==> src/rtl/spi_cache_pkg.sv <==
// Shared types for the cache-side SRAM bus initiators.
package spi_cache_pkg;

  localparam int unsigned ADDR_W = 32;
  localparam int unsigned DATA_W = 32;
  localparam logic [3:0]  SRAM_BE_FULL = 4'hF;

  typedef enum logic [1:0] {
    IDLE,
    ISSUE,
    DRAIN,
    DONE
  } burst_state_e;

  typedef struct packed {
    logic              req;
    logic [ADDR_W-1:0] addr;
    logic              we;
    logic [3:0]        be;
    logic [DATA_W-1:0] wdata;
  } obi_req_t;

endpackage

==> src/rtl/obi_burst_master.sv <==
// Burst initiator for the SRAM req/gnt/rvalid port: splits one burst command into
// single-word transactions, streams write data in and read data out.
module obi_burst_master
  import spi_cache_pkg::*;
#(
  parameter int unsigned MAX_OUTST = 2,
  parameter int unsigned LEN_W     = 8
) (
  input  logic              clk_i,
  input  logic              rst_i,
  input  logic              cmd_valid_i,
  output logic              cmd_ready_o,
  input  logic [ADDR_W-1:0] cmd_addr_i,
  input  logic              cmd_we_i,
  input  logic [LEN_W-1:0]  cmd_len_i,
  input  logic              wdata_valid_i,
  output logic              wdata_ready_o,
  input  logic [DATA_W-1:0] wdata_i,
  output logic              rdata_valid_o,
  output logic [DATA_W-1:0] rdata_o,
  output logic              done_o,
  output logic              err_o,
  output logic              sram_req_o,
  input  logic              sram_gnt_i,
  output logic [ADDR_W-1:0] sram_addr_o,
  output logic              sram_we_o,
  output logic [3:0]        sram_be_o,
  output logic [DATA_W-1:0] sram_wdata_o,
  input  logic              sram_rvalid_i,
  input  logic [DATA_W-1:0] sram_rdata_i,
  input  logic              illegal_memory_i
);

  localparam int unsigned OUTST_W = $clog2(MAX_OUTST + 1);

  burst_state_e      state_q, state_d;
  obi_req_t          obi_q, obi_d;
  logic [LEN_W-1:0]  len_q, len_d;
  logic [LEN_W-1:0]  issued_q, issued_d;
  logic [LEN_W-1:0]  loaded_q, loaded_d;
  logic [OUTST_W-1:0] outst_q, outst_d;
  logic              staged_q, staged_d;
  logic              err_q, err_d;
  logic              cmd_ready_q, cmd_ready_d;
  logic              wdata_ready_q, wdata_ready_d;
  logic              rvalid_q, rvalid_d;
  logic [DATA_W-1:0] rdata_q, rdata_d;
  logic              done_q, done_d;
  logic              err_out_q, err_out_d;

  logic accept, wload, gnt, rsp;

  assign accept = cmd_valid_i & cmd_ready_q;
  assign wload  = wdata_valid_i & wdata_ready_q;
  assign gnt    = obi_q.req & sram_gnt_i;
  // Responses with nothing outstanding are leftovers from before a reset.
  assign rsp    = sram_rvalid_i & (outst_q != '0);

  always_comb begin
    state_d   = state_q;
    obi_d     = obi_q;
    obi_d.be  = SRAM_BE_FULL;
    len_d     = len_q;
    issued_d  = issued_q;
    loaded_d  = loaded_q;
    outst_d   = outst_q;
    staged_d  = staged_q;
    err_d     = err_q;

    if (accept) begin
      len_d      = cmd_len_i;
      issued_d   = '0;
      loaded_d   = '0;
      staged_d   = 1'b0;
      err_d      = 1'b0;
      obi_d.addr = cmd_addr_i & ~ADDR_W'(3);
      obi_d.we   = cmd_we_i;
    end
    if (wload) begin
      obi_d.wdata = wdata_i;
      staged_d    = 1'b1;
      loaded_d    = loaded_q + LEN_W'(1);
    end
    if (gnt) begin
      issued_d   = issued_q + LEN_W'(1);
      obi_d.addr = obi_q.addr + ADDR_W'(4);
      staged_d   = 1'b0;
    end
    if (gnt && !rsp) begin
      outst_d = outst_q + OUTST_W'(1);
    end else if (!gnt && rsp) begin
      outst_d = outst_q - OUTST_W'(1);
    end
    if (rsp && illegal_memory_i) begin
      err_d = 1'b1;
    end

    case (state_q)
      IDLE:    if (accept) state_d = (cmd_len_i == '0) ? DONE : ISSUE;
      ISSUE:   if (gnt && (issued_d == len_q)) state_d = (outst_d == '0) ? DONE : DRAIN;
      DRAIN:   if (outst_d == '0) state_d = DONE;
      DONE:    state_d = IDLE;
      default: state_d = IDLE;
    endcase

    // An ungranted request is held; a new one is raised only when the next cycle may issue.
    obi_d.req = (obi_q.req & ~sram_gnt_i)
              | ((state_d == ISSUE) && (issued_d < len_d) &&
                 (outst_d < OUTST_W'(MAX_OUTST)) && (!obi_d.we || staged_d));

    cmd_ready_d   = (state_d == IDLE);
    wdata_ready_d = (state_d == ISSUE) && obi_d.we && !staged_d && (loaded_d < len_d);
    rvalid_d      = rsp && !obi_q.we;
    rdata_d       = rvalid_d ? sram_rdata_i : rdata_q;
    done_d        = (state_q == DONE);
    err_out_d     = (state_q == DONE) && err_q;
  end

  always_ff @(posedge clk_i) begin
    if (rst_i) begin
      state_q       <= IDLE;
      obi_q         <= '{req: 1'b0, addr: '0, we: 1'b0, be: SRAM_BE_FULL, wdata: '0};
      len_q         <= '0;
      issued_q      <= '0;
      loaded_q      <= '0;
      outst_q       <= '0;
      staged_q      <= 1'b0;
      err_q         <= 1'b0;
      cmd_ready_q   <= 1'b1;
      wdata_ready_q <= 1'b0;
      rvalid_q      <= 1'b0;
      rdata_q       <= '0;
      done_q        <= 1'b0;
      err_out_q     <= 1'b0;
    end else begin
      state_q       <= state_d;
      obi_q         <= obi_d;
      len_q         <= len_d;
      issued_q      <= issued_d;
      loaded_q      <= loaded_d;
      outst_q       <= outst_d;
      staged_q      <= staged_d;
      err_q         <= err_d;
      cmd_ready_q   <= cmd_ready_d;
      wdata_ready_q <= wdata_ready_d;
      rvalid_q      <= rvalid_d;
      rdata_q       <= rdata_d;
      done_q        <= done_d;
      err_out_q     <= err_out_d;
    end
  end

  assign cmd_ready_o   = cmd_ready_q;
  assign wdata_ready_o = wdata_ready_q;
  assign rdata_valid_o = rvalid_q;
  assign rdata_o       = rdata_q;
  assign done_o        = done_q;
  assign err_o         = err_out_q;
  assign sram_req_o    = obi_q.req;
  assign sram_addr_o   = obi_q.addr;
  assign sram_we_o     = obi_q.we;
  assign sram_be_o     = obi_q.be;
  assign sram_wdata_o  = obi_q.wdata;

endmodule

==> config.mk <==
export PLATFORM = sky130hd
export DESIGN_NAME = obi_burst_master
export DESIGN_NICKNAME = d
export VERILOG_FILES = /design/src/rtl/spi_cache_pkg.sv /design/src/rtl/obi_burst_master.sv
export SDC_FILE = /design/constraint.sdc
export NUM_CORES = 1
export LEC_CHECK = 0
export BUFFER_PORTS_ARGS = -buffer_cell sky130_fd_sc_hd__buf_2
export CAP_MARGIN = 20
export CORE_AREA = 2 2 122 136
export DETAILED_ROUTE_END_ITERATION = 16
export DIE_AREA = 0 0 124 138
export PLACE_DENSITY = 0.66
export SYNTH_ARGS = -nofsm -noshare
export SYNTH_HDL_FRONTEND = slang
export SYNTH_SLANG_ARGS = --single-unit
export TNS_END_PERCENT = 30
==> constraint.sdc <==
create_clock -name clk_i -period 6.4 [get_ports clk_i]
set_input_delay 1.6 -clock clk_i [delete_from_list [all_inputs] [get_ports clk_i]]
set_output_delay 1.6 -clock clk_i [all_outputs]
set_load 0.005 [all_outputs]
==> flow_summary.json, run 1 <==
{
  "crit_path_max_fanout": 22,
  "grt_antenna_before_repair": 0,
  "p_per_area_nw_per_um2": 305,
  "path_delay_family": "compound AO/OA/AOI/OAI gates",
  "grt_setup_unrepaired": "false",
  "post-route-period-util_pct": 65.8,
  "ys_top_cells_by_area": "dfxtp_1, nand2_1, a21oi_1, ha_1, nor2_1",
  "cts_sinks": 131,
  "multi_input_area_sq_um": 3280,
  "grt_max_degree": 73,
  "final_common_cell": "buf_2",
  "synth_area_sq_um": 6190,
  "firstDrtPassIters": 4,
  "status": "finished, final reports clean",
  "p_leak_uw": 0.00345,
  "io_pins": 219,
  "regArea_sq_um": 2620,
  "tightestPinTransition_ns": 0.841,
  "postSynthCellCount": 766,
  "power.switching_uw": 656,
  "critical_path.cell_chain": "buf_2 > and2_1 > o21ai_0 > mux2i_1 > ha_1 > and3_1 > a2111o_1 > a2111oi_1 > nand3b_1 > o21ai_1",
  "hpwl_microns": 12200,
  "yosysSeqAreaShare_pct": 42.4,
  "grt.overflow.total": 0,
  "async_reset_ff_share_pct": 0,
  "min_period_ns": 4.21,
  "clkLatencyLatePin_ns": 0.42,
  "postCtsSetupBuffers": 0,
  "hold_buffers": 0,
  "drt_iter0_drc": 408,
  "grt_pass1_wl_microns": 27600,
  "vias_per_cell": 5.17,
  "hold_viol_final": 0,
  "ys_ff_latch": 131,
  "syn_avg_cell_area_sq_um": 8.08,
  "finalWorstSetupSlack_ns": 2.19,
  "slew_viol_final": 0,
  "start_util_pct": 38.8,
  "cts.path.max_buffers": 2,
  "ys_warn_count": 0,
  "routed_wl_microns": 17400,
  "layout-area-overhead-vs-synth_pct": 28.6,
  "ir_drop_mv": 0.220,
  "ant_nets": 0,
  "cp-startpoint": "sram_gnt_i",
  "wl_per_cell_microns": 14.9,
  "grtUsageTotal_pct": 20.4,
  "drive_above_1_share_pct": 28.5,
  "gp_congestion": 0.807,
  "num_rows": 49,
  "dieArea_sq_um": 17100,
  "ctsRootBufferMaster": "clkbuf_16",
  "clk_pin_slew_ns": 0.06,
  "drv_cap": 0,
  "port_buffers": 210,
  "htree_levels": 4,
  "nNetsFinal": 1085,
  "yosys.area.top_type": "dfxtp_1",
  "synth.distinct_cells": 72,
  "die_x_microns": 124,
  "dr_total_vias": 6053,
  "finalSetupTns_ns": 0,
  "max_slew_margin_pct": 43.9,
  "synth_edf_count": 0,
  "hold_path_class": "register to register",
  "hold_start": "rdata_o[19]",
  "timing.rr.start": "sram_req_o",
  "p_int_uw": 1780,
  "diodes": 0,
  "core-area_sq_um": 15900,
  "die_y_microns": 138,
  "grt_pass1_vias": 5439,
  "setup_viol": 0,
  "worstSetupPathType": "input port to register",
  "pwr-share-clk_pct": 43.6,
  "crit_required_ns": 6.75,
  "critPathBufInv": 1,
  "layout_common_cells": "buf_2, nand2_1, dfxtp_1",
  "cts_buffers": 17,
  "max_freq_mhz": 237,
  "remaining_drc_errors": 0,
  "place_ws_ns": 1.81,
  "finClkSkew_ns": 0.00676,
  "arrival_ns": 4.56,
  "start_kind": "input port",
  "nFillCells": 1610,
  "power_frac_comb_pct": 17.2,
  "swShare_pct": 27.0,
  "cts_resized": 0,
  "synth_top_area_share_pct": 42.4,
  "max_stage_delay_ns": 0.72,
  "endpoint_kind": "register",
  "synth-main-ff-cell": "dfxtp_1",
  "cp_slowest_cell": "and2_1",
  "sequentialPowerShare_pct": 39.2,
  "cts_tree": "done"
}
-- layer usage --
metal,vias to the layer above,global-route usage (%),wire length [microns]
li1,3057,-,-
met1,2775,26.1,7610
met2,188,32.4,8280
met3,33,5.03,1040
met4,0,8.93,497
met5,-,0,0
-- area by class of cell --
type,count,share of cell area (%)
tap,204,3.21
clock inverter,9,2.25
timing repair buffer,220,14.2
multi-input combinational,574,41.1
clock buffer,21,5.78
sequential,131,32.9
inverter,11,0.518
-- cell usage after synthesis, drive strengths merged, types with 3 or more instances --
library cell / instances
buf: 22
a22o: 3
mux2i: 12
a31oi: 9
o21ai: 27
clkbuf: 32
nor3b: 3
a2111oi: 3
nor2: 52
and4: 3
nor3: 12
ha: 18
or2: 5
o211ai: 6
a22oi: 5
a21oi: 91
nand2b: 4
nor2b: 16
nor4: 14
a211oi: 6
nand3b: 3
a21o: 6
nand2: 168
a311oi: 3
dfxtp: 131
xnor2: 5
xor2: 3
or4: 4
o31ai: 7
and2: 8
or3: 3
inv: 11
and3: 11
a221oi: 6
nand4: 6
nand3: 25
-- registers in the layout, indices dropped and copies added (netlist names) --
name and count:
cmd_ready_o 1, done_o 1, err_o 1, err_q 1
issued_q 8, len_q 8, loaded_q 8, outst_q 2
rdata_o 32, rdata_valid_o 1, sram_addr_o 30, sram_req_o 1
sram_wdata_o 32, sram_we_o 1, staged_q 1, state_q 2
wdata_ready_o 1
-- worst min-delay path: cells and delay by family, from the launching register on --
family	cells	cell delay [ns]
AND/OR/NAND/NOR	1	0.05
flip-flops	1	0.30
AO/OA/AOI/OAI	1	0.05
-- through the flow --
step / total power, uW / hold slack [ns] / cells / instance area (sq um) / util [%]
after CTS: 2460 / 0.452 / 1170 / 7960 / 50.0
final: 2430 / 0.449 / 1170 / 7960 / 50.0
after floorplan: 1220 / 0.430 / 770 / 6210 / -
after detailed placement: 1390 / 0.443 / 1140 / 7320 / 45.9
after global placement: 1380 / 0.439 / 1140 / 7320 / 45.9
after global routing: 2560 / 0.468 / 1170 / 7960 / 50.0
-- power groups by stage --
stage | Combinational (uW) | Sequential (uW) | Clock (uW)
5_1_grt | 472 | 962 | 1120
2_1_floorplan | 260 | 961 | 0
6_report | 418 | 953 | 1060
3_3_place_gp | 415 | 967 | 0
4_1_cts | 421 | 952 | 1080
3_5_place_dp | 419 | 969 | 0
-- cells by family (layout without fill, tap and decap cells) --
group                      after synthesis  in the layout  synth area share [%]
DFF                                    131            131                  42.4
muxes                                   14             14                  2.30
adders and majority gates               18             18                  3.64
AOI/OAI and AO/OA                      189            189                  18.8
xor gates and xnor gates                 8              8                  1.13
other                                    2              6                 0.121
buffers and inverters                   65            261                  5.01
and+or+nand+nor                        339            339                  26.7
-- final timing paths --
path | end | slack (ns) | cells after the start
setup reg to reg | sram_req_o | 2.93 | 9
hold / removal | rdata_o[19] | 0.45 | 2
hold reg to reg | rdata_o[19] | 0.45 | 2
setup / recovery | sram_req_o | 2.19 | 10
No activity file was read; power rests on OpenSTA's default activity.
==> run 2: changes to the inputs <==
--- a/config.mk
+++ b/config.mk
@@ -10,7 +10,7 @@
 export CORE_AREA = 2 2 122 136
 export DETAILED_ROUTE_END_ITERATION = 16
 export DIE_AREA = 0 0 124 138
-export PLACE_DENSITY = 0.66
+export PLACE_DENSITY = 0.68
 export SYNTH_ARGS = -nofsm -noshare
 export SYNTH_HDL_FRONTEND = slang
 export SYNTH_SLANG_ARGS = --single-unit
==> constraint.sdc (replaced) <==
create_clock -name clk_i -period 3.8 [get_ports clk_i]
set_input_delay 0.95 -clock clk_i [delete_from_list [all_inputs] [get_ports clk_i]]
set_output_delay 0.95 -clock clk_i [all_outputs]
set_load 0.005 [all_outputs]
==> run 2 against run 1 <==
Via count is 0.48% higher. Largest cell class unchanged. Global-route usage is 0.33 points lower. Non-clock buffer count is 10 higher. Critical path type unchanged. Hold slack better by 0.00082 ns. Sequential cell count stayed put. Clock skew is 0.0020 ns higher. Cell count is 1.2% higher. Largest power group is now sequential cells. Power is 61% higher. Utilization is 0.086 points higher. Worst setup slack worse by 1.6 ns. Design area is 0.17% higher. Register-to-register slack worse by 2.2 ns.
==> flow_summary.json, run 2 (same netlist as run 1, synthesis figures left out) <==
{
  "status": "finished, final reports clean",
  "hold-path-endpoint": "sram_wdata_o[11]",
  "vias_per_cell": 5.14,
  "final_common_cell": "buf_2",
  "arrival_ns": 3.56,
  "gp_congestion": 0.829,
  "p_leak_uw": 0.00347,
  "setup_viol": 0,
  "cts_buffers": 17,
  "min_period_ns": 3.21,
  "hold_depth": 2,
  "slew_viol_final": 0,
  "worstSetupPathType": "input port to register",
  "num_rows": 49,
  "grt_pass1_wl_microns": 27400,
  "hold_start": "sram_wdata_o[11]",
  "power.total_uw": 3920,
  "die_x_microns": 124,
  "clkLatencyLatePin_ns": 0.42,
  "htree_levels": 4,
  "firstDrtPassIters": 5,
  "start_kind": "input port",
  "grt_antenna_before_repair": 2,
  "drt_iter0_drc": 407,
  "cts.path.max_buffers": 2,
  "remaining_drc_errors": 0,
  "grtUsageTotal_pct": 20.1,
  "p_per_area_nw_per_um2": 491,
  "hold_buffers": 0,
  "dp_cells": 1150,
  "grt_max_degree": 72,
  "ff2ff_setup_slack_ns": 0.69,
  "layout-area-overhead-vs-synth_pct": 28.8,
  "dr_total_vias": 6082,
  "ir_drop_mv": 0.317,
  "fin_cells": 1184,
  "timing.rr.start": "sram_req_o",
  "dieArea_sq_um": 17100,
  "start_util_pct": 38.8,
  "cts_sinks": 131,
  "io_pins": 219,
  "crit_path_max_fanout": 7,
  "port_buffers": 210,
  "fin_util_pct": 50.0,
  "finalSetupTns_ns": 0,
  "ant_nets": 0,
  "cts_resized": 0,
  "hpwl_microns": 12600,
  "grt_use_met2_pct": 32.8,
  "tightestPinTransition_ns": 0.763,
  "postCtsSetupBuffers": 0,
  "hold_path_class": "register to register",
  "grt.overflow.total": 0,
  "wl_per_cell_microns": 14.8,
  "met1_usage_pct": 25.3,
  "top_usage_layer": "met2",
  "clk_pin_slew_ns": 0.06,
  "ff2ff_path_depth": 10,
  "met3_usage_pct": 4.29,
  "layout_common_cells": "buf_2, nand2_1, dfxtp_1",
  "endpoint_kind": "register",
  "grt_pass1_vias": 5486,
  "ctsRootBufferMaster": "clkbuf_16",
  "nNetsFinal": 1095,
  "drv_cap": 0,
  "hold_viol_final": 0,
  "die_y_microns": 138,
  "core-area_sq_um": 15900,
  "reg2reg_to": "sram_req_o",
  "routed_wl_microns": 17600,
  "grt_setup_unrepaired": "false",
  "max_slew_margin_pct": 48.7,
  "max_freq_mhz": 311,
  "crit_required_ns": 4.15,
  "finClkSkew_ns": 0.00880,
  "post-route-period-util_pct": 84.5,
  "drive_above_1_share_pct": 29.6,
  "cts_tree": "done"
}
==> run 2: worst max-delay path, stage by stage <==
cell	delay [ns]
buf_2	0.10
nand4_2	0.17
or2_2	0.38
o21ai_0	0.37
ha_1	0.31
and3_1	0.18
a2111o_1	0.43
a2111oi_1	0.36
nand3b_1	0.16
o21ai_1	0.15
==> run 2: final cells by class <==
class                      count  area [sq um]
antenna                        2          5.00
inverter                      11          41.3
tap                          204           255
clock inverter                15           148
fill                        1577          7960
timing repair buffer         230          1200
multi-input combinational    574          3280
sequential                   131          2620
clock buffer                  17           425
==> run 2: worst max path at each step <==
stage                            from         end  slack (ns)
final                      sram_gnt_i  sram_req_o        0.59
after detailed placement   sram_gnt_i  sram_req_o        0.29
after floorplan           cmd_valid_i  sram_req_o        0.39
after CTS                  sram_gnt_i  sram_req_o        0.73
after global routing       sram_gnt_i  sram_req_o        0.43
after global placement     sram_gnt_i  sram_req_o        0.34
==> run 2: layer usage <==
metal / vias to the layer above / part of all wire, %
li1: 3086 / -
met2: 171 / 48
met1: 2800 / 44
met3: 25 / 5.4
met4: 0 / 2.3
met5: - / 0
==> run 2: per-stage QoR <==
stage	area (sq um)	setup WS [ns]	hold slack, ns
after detailed placement	7400	0.295	0.443
after CTS	7970	0.726	0.452
after global placement	7400	0.343	0.439
after global routing	7980	0.431	0.464
after floorplan	6210	0.391	0.430
final	7980	0.589	0.450
==> run 2: power breakdown <==
part	total, uW	switching (uW)	internal (uW)
sequential	1590	91.3	1500
clock	1590	673	918
combinational	738	423	315
total	3920	1190	2730
==> run 3: changes to the inputs <==
==> constraint.sdc (replaced) <==
create_clock -name clk_i -period 2.7 [get_ports clk_i]
set_input_delay 0.675 -clock clk_i [delete_from_list [all_inputs] [get_ports clk_i]]
set_output_delay 0.675 -clock clk_i [all_outputs]
set_load 0.005 [all_outputs]
==> run 3 against run 2 <==
Wire length is 2.7% higher. Cell count rose by 3.0%. Critical path depth rose by 1. Sequential cell count stayed put. Clock skew is 0.0016 ns higher. Global-route usage increased by 0.81 points. Design area grew 4.9%.
==> flow_summary.json, run 3 (same netlist as run 1, synthesis figures left out) <==
{
  "cp_slowest_cell": "a22oi_1",
  "cts.path.max_buffers": 2,
  "grt_antenna_before_repair": 0,
  "power_frac_comb_pct": 19.3,
  "grtUsageTotal_pct": 20.9,
  "crit_path_max_fanout": 6,
  "gp_congestion": 0.852,
  "endpoint_kind": "register",
  "power.total_uw": 5740,
  "cts_tree": "done",
  "clk_pin_slew_ns": 0.06,
  "grt_max_degree": 40,
  "grt_pass1_wl_microns": 28200,
  "hpwl_microns": 13000,
  "grt_use_met2_pct": 32.5,
  "hold_path_class": "register to register",
  "wl_per_cell_microns": 14.8,
  "drt_iter0_drc": 434,
  "dp_cells": 1188,
  "tightestPinTransition_ns": 0.672,
  "critical_path.cell_chain": "buf_4 > buf_4 > a22oi_1 > a21o_1 > ha_1 > o21a_1 > o211ai_1 > a221oi_2 > a2111oi_4 > nand3b_1 > o21ai_1",
  "ant_nets": 0,
  "hold_viol_final": 0,
  "p_leak_uw": 0.00368,
  "port_buffers": 210,
  "nNetsFinal": 1133,
  "min_period_ns": 2.53,
  "layout_common_cells": "buf_2, nand2_1, dfxtp_1",
  "ir_drop_mv": 0.412,
  "power.switching_uw": 1630,
  "hold_buffers": 0,
  "status": "finished, final reports clean",
  "sequentialPowerShare_pct": 39.1,
  "core-area_sq_um": 15900,
  "dieArea_sq_um": 17100,
  "met1_usage_pct": 27.4,
  "drive_above_1_share_pct": 33.1,
  "max_slew_margin_pct": 54.8,
  "p_int_uw": 4120,
  "max_freq_mhz": 395,
  "die_x_microns": 124,
  "max_stage_delay_ns": 0.36,
  "setup_viol": 0,
  "cts_sinks": 131,
  "post-route-period-util_pct": 93.9,
  "worstSetupPathType": "register to register",
  "grt_setup_unrepaired": "false",
  "slew_viol_final": 0,
  "layout-area-overhead-vs-synth_pct": 35.2,
  "remaining_drc_errors": 0,
  "p_per_area_nw_per_um2": 686,
  "fin_cells": 1220,
  "finClkSkew_ns": 0.0104,
  "grt_pass1_vias": 5583,
  "start_util_pct": 38.8,
  "diodes": 0,
  "final_common_cell": "buf_2",
  "die_y_microns": 138,
  "met3_usage_pct": 5.20,
  "num_rows": 49,
  "io_pins": 219,
  "swShare_pct": 28.3,
  "arrival_ns": 2.88,
  "critPathBufInv": 2,
  "start_kind": "register",
  "holdWs_ns": 0.448,
  "fin_util_pct": 52.5,
  "drv_cap": 0,
  "top_usage_layer": "met2",
  "clkLatencyLatePin_ns": 0.42,
  "path_delay_family": "compound AO/OA/AOI/OAI gates",
  "firstDrtPassIters": 5,
  "dr_total_vias": 6222,
  "crit_required_ns": 3.05,
  "ctsRootBufferMaster": "clkbuf_16",
  "timing.critical_path.mode_cell": "buf_4",
  "routed_wl_microns": 18000,
  "grt.overflow.total": 0,
  "pwr-share-clk_pct": 41.6,
  "htree_levels": 4,
  "cts_buffers": 17,
  "vias_per_cell": 5.10
}
[run 3: changes by cell type in the layout (fill, tap and decap cells not counted), moves of 3 or more]
cell     before  now
buf_4        21   58
dfxtp_1     131  128
dfxtp_2       0    3
inv_6         5    1
[run 3: what timing repair did]
action | 4_1_cts | 5_1_grt
buffers inserted | 0 | 0
gates resized for setup | 0 | 7
setup endpoints to repair | 0 | 1
[run 3: worst register-to-register path: cells and delay by family, from the launching register on]
family                     cells  cell delay (ns)
AOI/OAI and AO/OA              7             1.45
adders and majority gates      1             0.23
buffers and inverters          2             0.33
DFF                            1             0.35
and+or+nand+nor                1             0.12
[run 3: power by group through the flow]
stage	Clock, uW	Combinational, uW	Sequential [uW]
finish	2390	1110	2240
global route	2540	1240	2270
CTS	2450	1110	2240
detailed placement	0	1100	2280
global placement	0	1090	2280
floorplan	0	642	2280
[run 3: per-stage QoR]
stage          setup TNS [ns]  cell area [sq um]  worst slack, ns
6_report                    0               8370            0.166
5_1_grt                     0               8370          0.00814
4_1_cts                     0               8350           0.0633
3_5_place_dp           -0.395               7740           -0.270
3_3_place_gp           -0.296               7740           -0.231
2_1_floorplan         -0.0211               6260          -0.0211
[run 3: final timing paths]
kind / from / to / slack [ns] / depth (start not counted)
max: sram_req_o / sram_req_o / 0.17 / 11
min: sram_wdata_o[8] / sram_wdata_o[8] / 0.45 / 2
max reg2reg: sram_req_o / sram_req_o / 0.17 / 11
min reg2reg: sram_wdata_o[8] / sram_wdata_o[8] / 0.45 / 2
[run 3: area by class of cell]
type,instances,area [sq um]
fillers,1549,7570
multi-input cells,574,3330
flip-flops and latches,131,2630
repair buffers,268,1500
clock buffers,21,460
well taps,204,255
clock inverters,11,153
inverters,11,41.3
[run 3: metal layers]
metal / vias to the layer above / wire (microns) / part of all wire [%]
li1: 3149 / - / -
met1: 2850 / 8150 / 45
met2: 184 / 8530 / 47
met3: 39 / 855 / 4.7
met4: 0 / 492 / 2.7
met5: - / 0 / 0
